**src/rtl/fwd_stall_ctrl_pkg.sv**
```systemverilog
// fwd_stall_ctrl_pkg: shared encodings and match helpers for the hazard controller
package fwd_stall_ctrl_pkg;
  localparam int TNEW_W = 2;
  typedef logic [TNEW_W-1:0] tnew_t;
  localparam logic [1:0] FW_NONE = 2'b00;
  localparam logic [1:0] FW_W = 2'b01;
  localparam logic [1:0] FW_M = 2'b10;
  localparam logic [1:0] FW_E = 2'b10;
  localparam logic [1:0] FW_MST = 2'b01;
  localparam logic [1:0] MD_NONE = 2'b00;
  localparam logic [1:0] MD_MULT = 2'b01;
  localparam logic [1:0] MD_DIV = 2'b10;
  localparam logic [1:0] TUSE_NEVER = 2'd3;
  function automatic logic hazard(input logic [4:0] a, input logic [1:0] tuse,
                                  input logic [4:0] a3, input tnew_t tnew);
    return a != 5'd0 && a == a3 && tuse < tnew;
  endfunction
  function automatic logic fw_ready(input logic [4:0] a, input logic [4:0] a3, input tnew_t tnew);
    return a != 5'd0 && a == a3 && tnew == '0;
  endfunction
endpackage

```
**src/rtl/fwd_stall_ctrl_md_busy_cnt.sv**
```systemverilog
// md_busy_cnt: MDU start decode and busy countdown
module md_busy_cnt
  import fwd_stall_ctrl_pkg::*;
#(
  parameter int MULT_CYC = 5,
  parameter int DIV_CYC = 10
) (
  input  logic       clk,
  input  logic       reset,
  input  logic [1:0] md_op,
  output logic       md_start,
  output logic       md_busy
);
  logic [3:0] cnt;
  always_comb md_start = md_op == MD_MULT || md_op == MD_DIV;
  always_comb md_busy = md_start || cnt != 4'd0;
  always_ff @(posedge clk or negedge reset)
    if (!reset) cnt <= 4'd0;
    else if (md_start) cnt <= md_op == MD_MULT ? 4'(MULT_CYC) : 4'(DIV_CYC);
    else if (cnt != 4'd0) cnt <= cnt - 4'd1;
endmodule

```
**src/rtl/fwd_stall_ctrl.sv**
```systemverilog
// fwd_stall_ctrl: forwarding selects, load-use stall and MDU interlock for the 5-stage pipeline
module fwd_stall_ctrl
  import fwd_stall_ctrl_pkg::*;
#(
  parameter int MULT_CYC = 5,
  parameter int DIV_CYC = 10
) (
  input  logic       clk,
  input  logic       reset,
  input  logic [4:0] D_rs,
  input  logic [4:0] D_rt,
  input  logic [1:0] D_Tuse_rs,
  input  logic [1:0] D_Tuse_rt,
  input  logic [4:0] D_A3,
  input  logic [1:0] D_Tnew,
  input  logic [1:0] D_md_op,
  input  logic       D_md_use,
  output logic       stall,
  output logic [1:0] D_FW_rs_sel,
  output logic [1:0] D_FW_rt_sel,
  output logic [1:0] E_FW_rs_sel,
  output logic [1:0] E_FW_rt_sel,
  output logic       M_FW_rt_sel,
  output logic       md_start,
  output logic       md_busy
);
  logic [4:0] e_rs, e_rt, e_a3, m_rt, m_a3, w_a3;
  tnew_t e_tnew, m_tnew;
  logic [1:0] e_md_op;
  md_busy_cnt #(.MULT_CYC(MULT_CYC), .DIV_CYC(DIV_CYC)) u_md (
    .clk(clk), .reset(reset), .md_op(e_md_op), .md_start(md_start), .md_busy(md_busy)
  );
  always_comb stall = hazard(D_rs, D_Tuse_rs, e_a3, e_tnew) || hazard(D_rs, D_Tuse_rs, m_a3, m_tnew)
                   || hazard(D_rt, D_Tuse_rt, e_a3, e_tnew) || hazard(D_rt, D_Tuse_rt, m_a3, m_tnew)
                   || (D_md_use && md_busy);
  always_comb D_FW_rs_sel = fw_ready(D_rs, e_a3, e_tnew) ? FW_E : fw_ready(D_rs, m_a3, m_tnew) ? FW_MST : FW_NONE;
  always_comb D_FW_rt_sel = fw_ready(D_rt, e_a3, e_tnew) ? FW_E : fw_ready(D_rt, m_a3, m_tnew) ? FW_MST : FW_NONE;
  // W results are always ready, so any W match forwards
  always_comb E_FW_rs_sel = fw_ready(e_rs, m_a3, m_tnew) ? FW_M : fw_ready(e_rs, w_a3, '0) ? FW_W : FW_NONE;
  always_comb E_FW_rt_sel = fw_ready(e_rt, m_a3, m_tnew) ? FW_M : fw_ready(e_rt, w_a3, '0) ? FW_W : FW_NONE;
  always_comb M_FW_rt_sel = fw_ready(m_rt, w_a3, '0);
  always_ff @(posedge clk or negedge reset)
    if (!reset) begin
      e_rs <= '0;
      e_rt <= '0;
      e_a3 <= '0;
      e_tnew <= '0;
      e_md_op <= '0;
      m_rt <= '0;
      m_a3 <= '0;
      m_tnew <= '0;
      w_a3 <= '0;
    end else begin
      w_a3 <= m_a3;
      m_rt <= e_rt;
      m_a3 <= e_a3;
      m_tnew <= e_tnew == '0 ? '0 : e_tnew - tnew_t'(1);
      e_rs <= stall ? '0 : D_rs;
      e_rt <= stall ? '0 : D_rt;
      e_a3 <= stall ? '0 : D_A3;
      e_tnew <= stall ? '0 : D_Tnew;
      e_md_op <= stall ? '0 : D_md_op;
    end
endmodule
```
**config.mk**
```make
export PLATFORM = sky130hd
export DESIGN_NAME = fwd_stall_ctrl
export DESIGN_NICKNAME = d
export VERILOG_FILES = /design/src/rtl/fwd_stall_ctrl_pkg.sv /design/src/rtl/fwd_stall_ctrl_md_busy_cnt.sv /design/src/rtl/fwd_stall_ctrl.sv
export SDC_FILE = /design/constraint.sdc
export NUM_CORES = 1
export LEC_CHECK = 0
export BUFFER_PORTS_ARGS = -buffer_cell sky130_fd_sc_hd__buf_2
export CAP_MARGIN = 15
export CORE_MARGIN = 2
export CORE_UTILIZATION = 55
export CTS_CLUSTER_DIAMETER = 30
export DETAILED_ROUTE_END_ITERATION = 8
export PLACE_DENSITY = 0.84
export SYNTH_ARGS = -nofsm -noshare
export SYNTH_HDL_FRONTEND = slang
export SYNTH_SLANG_ARGS = --single-unit
```
**constraint.sdc**
```tcl
create_clock -name clk -period 3.6 [get_ports clk]
set_input_delay 0.36 -clock clk [delete_from_list [all_inputs] [get_ports clk]]
set_output_delay 0.36 -clock clk [all_outputs]
set_load 0.005 [all_outputs]
```
Word level (Yosys, flattened, before mapping)
Index checks and enable logic that the tools add are counted.
- register bits: 40
- output and inout port bits: 12
- logic and storage cells: 79
- bits of input ports: 26
- $lt $le $gt $ge: 4
- reductions and logical operators: 35
- multiplexer cells: 17
- add/subtract/negate cells: 2
- equal/unequal tests: 11
- operators with widths (cell ; count):
    equality test 5 bit ; 9
    nonzero test 5 bit ; 5
    logical AND 1 bit ; 20
    two-way mux 5 bit ; 3
    two-way mux 2 bit ; 7
    two-way mux 4 bit ; 3
    < comparator 2 bit ; 4
    logical OR 1 bit ; 6
    logical NOT 2 bit ; 2
    two-way mux 1 bit ; 4
    nonzero test 4 bit ; 1
    subtractor 4 x 1 -> 4 bit, second input constant ; 1
    equality test 2 x 1 -> 1 bit, second input constant ; 1
    equality test 2 bit, second input constant ; 1
    nonzero test 2 bit ; 1
    subtractor 2 x 1 -> 2 bit, second input constant ; 1

Depth between registers and ports, before layout
- word-level depth: 8
- depth in mapped cells: 9
- mapped depth without buffers: 7

Cells and area by module
Synthesis repeated with hierarchy kept, for this count alone.
- cells, all modules: 205
- area, all modules: 2125.8 um^2
- modules (own cells, without submodules) (module ; times used ; sequential area each (um^2) ; cells an instance ; area each (um^2)):
    fwd_stall_ctrl ; 1 ; 900.9 ; 179 ; 1856.8
    md_busy_cnt ; 1 ; 100.1 ; 26 ; 269.0

Worst setup path after synthesis
Ideal clock, no wire load.
- kind: register to output
- start: reg e_md_op[0]
- end: out stall
- required time: 3.240 ns
- arrival: 1.990 ns
- buffers on the path: 2
- slack: 1.250 ns
- stages on the path, launching flop included: 9
- cell sequence: dfrtp_1 > ha_1 > inv_2 > or4b_1 > clkbuf_2 > a32oi_2 > o21ai_2 > buf_6 > or2_1
- word-level cells in the longest chain between the ends: 5
- elaborated cells between the ends (all ways): 6
- those cells by class: 2 x eq/ne; 4 x reduce/logical
- RTL lines (element ; RTL line ; text):
    start, declared ; fwd_stall_ctrl.sv:29 ; logic [1:0] e_md_op;
    start signal, assigned ; fwd_stall_ctrl.sv:62 ; e_md_op <= stall ? '0 : D_md_op;
    equality test 2 x 1 -> 1 bit or equality test 2 bit (tied branches) ; fwd_stall_ctrl_md_busy_cnt.sv:15 ; always_comb md_start = md_op == MD_MULT || md_op == MD_DIV;
    logical OR 1 bit * ; fwd_stall_ctrl_md_busy_cnt.sv:15 ;
    via md_start ; fwd_stall_ctrl.sv:24 ; output logic md_start,
    logical OR 1 bit * ; fwd_stall_ctrl_md_busy_cnt.sv:16 ; always_comb md_busy = md_start || cnt != 4'd0;
    via md_busy ; fwd_stall_ctrl.sv:25 ; output logic md_busy
    logical AND 1 bit * ; fwd_stall_ctrl.sv:35 ; || (D_md_use && md_busy);
    logical OR 1 bit * ; fwd_stall_ctrl.sv:35 ;
    end, declared ; fwd_stall_ctrl.sv:18 ; output logic stall,
Mark *: on every way through the listed nets, which the timed path passes. The rest lies on a longest branch.

Final worst setup path
- start: reg e_md_op[0]
- end: out stall
- word-level cells in the longest chain between the ends: 5
- elaborated cells between the ends (all ways): 6
- those cells by class: 2 x eq/ne; 4 x reduce/logical
- RTL lines (element ; RTL line):
    equality test 2 x 1 -> 1 bit or equality test 2 bit (tied branches) ; fwd_stall_ctrl_md_busy_cnt.sv:15
    logical OR 1 bit * ; fwd_stall_ctrl_md_busy_cnt.sv:15
    logical OR 1 bit * ; fwd_stall_ctrl_md_busy_cnt.sv:16
    logical AND 1 bit * ; fwd_stall_ctrl.sv:35
    logical OR 1 bit * ; fwd_stall_ctrl.sv:35
Mark *: on every way between the ends. The rest lies on a longest branch, timed or not.

==> out/summary.txt <==
Outcome -> complete, no violations
Reg-to-Reg End -> e_rs[0]$_DFF_PN0_
Vias in the first global route -> 1,637
Final setup fails -> 0
Synth Net Count -> 242
CP max FO -> 20
Filler cells -> 299
Routed len/inst -> 14.87 µm
Post-DR vias/cell -> 5.566
Fin crit period -> 2.974 ns
Core box area -> 3689 µm²
Area of the multi-input gates -> 1041 µm²
CP Class -> reg -> out
FP Rows -> 22
Final Slew Violations -> 0
Ys Warns -> 0
Largest net degree at the start of global routing -> 41
CP required -> 3.24 ns
Port Buffers -> 37
Setup crit start kind -> flop
Clk_skew -> 0.004368 ns
Final Hold Fails -> 0
Actual slew at the worst max-slew pin -> 0.8226 ns
Vias -> 1,642
Critical path depth -> 7
Final period util -> 82.60%
HPWL after detailed placement -> 3300 µm
Syn Area/Cell -> 10.15 µm²
Minimum hold slack -> 0.1681 ns
Antenna violations before repair -> 0
Longest Clk Path Bufs -> 2
Grt ovf -> 0
Crit-path slowest cell -> or4b_1
F_max -> 336.3 MHz
Post CTS Setup Buffer Count -> 0
Routed WL -> 4387 µm
Arrival time worst endpoint -> 2.61 ns
CTS tree -> yes
Mapped Cells -> 209
RSZ-0062 raised after global routing -> false
Unique masters post-synth -> 37
Yosys reg bits -> 40
Starting Density -> 57.50%
Resized cells post-CTS -> 0
DP Area -> 2321 µm²
CTS sink count -> 40
Reg area -> 1001 µm²
GPL Wtd Cong -> 0.9380
Global-route wire length before repair -> 7507 µm
Die Ht -> 66.10 µm
R2R depth -> 6
Async SR Flop Fraction -> 100.0%
DR iter-0 viols -> 65
Root buf cell -> clkbuf_8
GRT Resource Usage Total -> 23.06%
Worst r2r src -> e_md_op[0]$_DFF_PN0_
Delay-heaviest family, CP -> simple AND/OR/NAND/NOR gates
CTS buffer count -> 5
CP startpoint -> e_md_op[0]$_DFF_PN0_
Worst Hold Class -> in -> async
Final Cell Area -> 2436 µm²
TNS Setup -> 0 ns
Top-level I/O count -> 38
Crit path buf inv count -> 2
Commonest non-fill, non-tap cell in the layout -> dfrtp_1
Non-filler cells, final -> 295
EDFF count, synth -> 0
Synth Cell Area -> 2121 µm²
Worst setup EP type -> output port
Die Area -> 4369 µm²
Number of diodes -> 0
TritonRoute pass-1 iters -> 6
Antenna Nets Post-Route -> 0
CP Cell Sequence -> ha_1, inv_2, or4b_1, a32oi_2, o21ai_2, or2_1, buf_2
H-tree levels -> 2
Fin nets -> 279
CP Capture Point -> stall
Layout area overhead -> 14.87%
Layout cell share with drive strength beyond 1 -> 20.65%
Die width -> 66.10 µm
Clock Latency Late Sink -> 0.28 ns
CTS clk-pin slew, worst paths -> 0.07 ns
CP peak stage delay -> 0.62 ns
Ys flop type -> dfrtp_1
Seq/Total Area, Yosys -> 47.20%
Max Cap Viol -> 0
Fin util -> 66.04%
Maximum vdd drop -> 0.2886 mV
Power density cells -> 488.3 nW/µm²
Commonest non-fill, non-tap cells in the layout -> dfrtp_1, buf_2, nor2_1
DRC violations left -> 0
Pleak -> 1.190 nW
Rel. slew slack -> 45.16%
Worst reg2reg setup slack -> 1.34 ns
Hold-fix buffers, CTS -> 0
Placed Cells -> 287
how the worst min path moves through the flow:
| stage | start | endpoint | slack (ns) |
|---|---|---|---|
| 2_1_floorplan | reset | e_a3[0]$_DFF_PN0_ | 0.06 |
| 3_3_place_gp | e_a3[4]$_DFF_PN0_ | m_a3[4]$_DFF_PN0_ | 0.44 |
| 3_5_place_dp | e_rt[4]$_DFF_PN0_ | m_rt[4]$_DFF_PN0_ | 0.45 |
| 4_1_cts | reset | u_md.cnt[2]$_DFFE_PN0N_ | 0.19 |
| 5_1_grt | reset | m_a3[0]$_DFF_PN0_ | 0.26 |
| 6_report | reset | u_md.cnt[2]$_DFFE_PN0N_ | 0.17 |
report_power, final:
part | internal, mW | total [mW] | switching, mW
clock network | 0.209 | 0.360 | 0.152
registers | 0.505 | 0.568 | 0.0634
logic | 0.127 | 0.261 | 0.134
total | 0.841 | 1.19 | 0.349
layout make-up:
cell class,instances,share of cell area (%)
Clock buffer,5,2.825
Sequential cell,40,41.09
Inverter,9,1.387
Multi-Input combinational cell,153,42.73
Tap cell,48,2.465
Clock inverter,3,1.900
Timing Repair Buffer,37,7.601
metal layers:
metal / GRT usage, % / routed length, µm / vias to the layer above
met5: 0 / 0 / -
met4: 8.929 / 70 / 0
met3: 3.748 / 152 / 7
met2: 43.00 / 2424 / 44
met1: 25.96 / 1740 / 795
li1: - / - / 796
cells by family (layout without fill, tap and decap cells):
logic type | Yosys count | after routing | synth area share, %
AOI/OAI and AO/OA | 18 | 18 | 6.313
xor gates and xnor gates | 43 | 43 | 17.76
adders and majority gates | 7 | 7 | 4.130
buffers and inverters | 16 | 54 | 3.716
DFF | 40 | 40 | 47.20
muxes | 2 | 2 | 1.062
and+or+nand+nor | 83 | 83 | 19.82
metrics by stage:
step	setup slack [ns]	power [mW]
after floorplan	1.250	0.7473
after global placement	1.022	0.8247
after detailed placement	0.9419	0.8339
after CTS	0.6340	1.200
after global routing	0.4874	1.259
final	0.6264	1.190
synth_stat cells, types with 2 or more instances:
master,count,area [µm²]
nand4_1,3,18.77
a211oi_1,2,15.01
nor2_1,27,101.4
dfrtp_1,40,1001
buf_4,2,15.01
mux2_2,2,22.52
inv_1,8,30.03
nor3_1,8,40.04
nor4_1,6,37.54
buf_2,2,10.01
ha_1,7,87.58
xnor2_1,23,201.4
nand2_1,3,11.26
or4_1,4,30.03
a21oi_1,7,35.03
nand2b_1,4,25.02
nand3_1,22,110.1
xor2_1,20,175.2
flip-flops by register name, summed over array words and instances (netlist names):
register / cells
u_md.cnt: 4
e_rt: 5
e_md_op: 2
m_a3: 5
w_a3: 5
e_tnew: 2
m_rt: 5
e_a3: 5
m_tnew: 2
e_rs: 5
(Power assumes the default switching activity.)
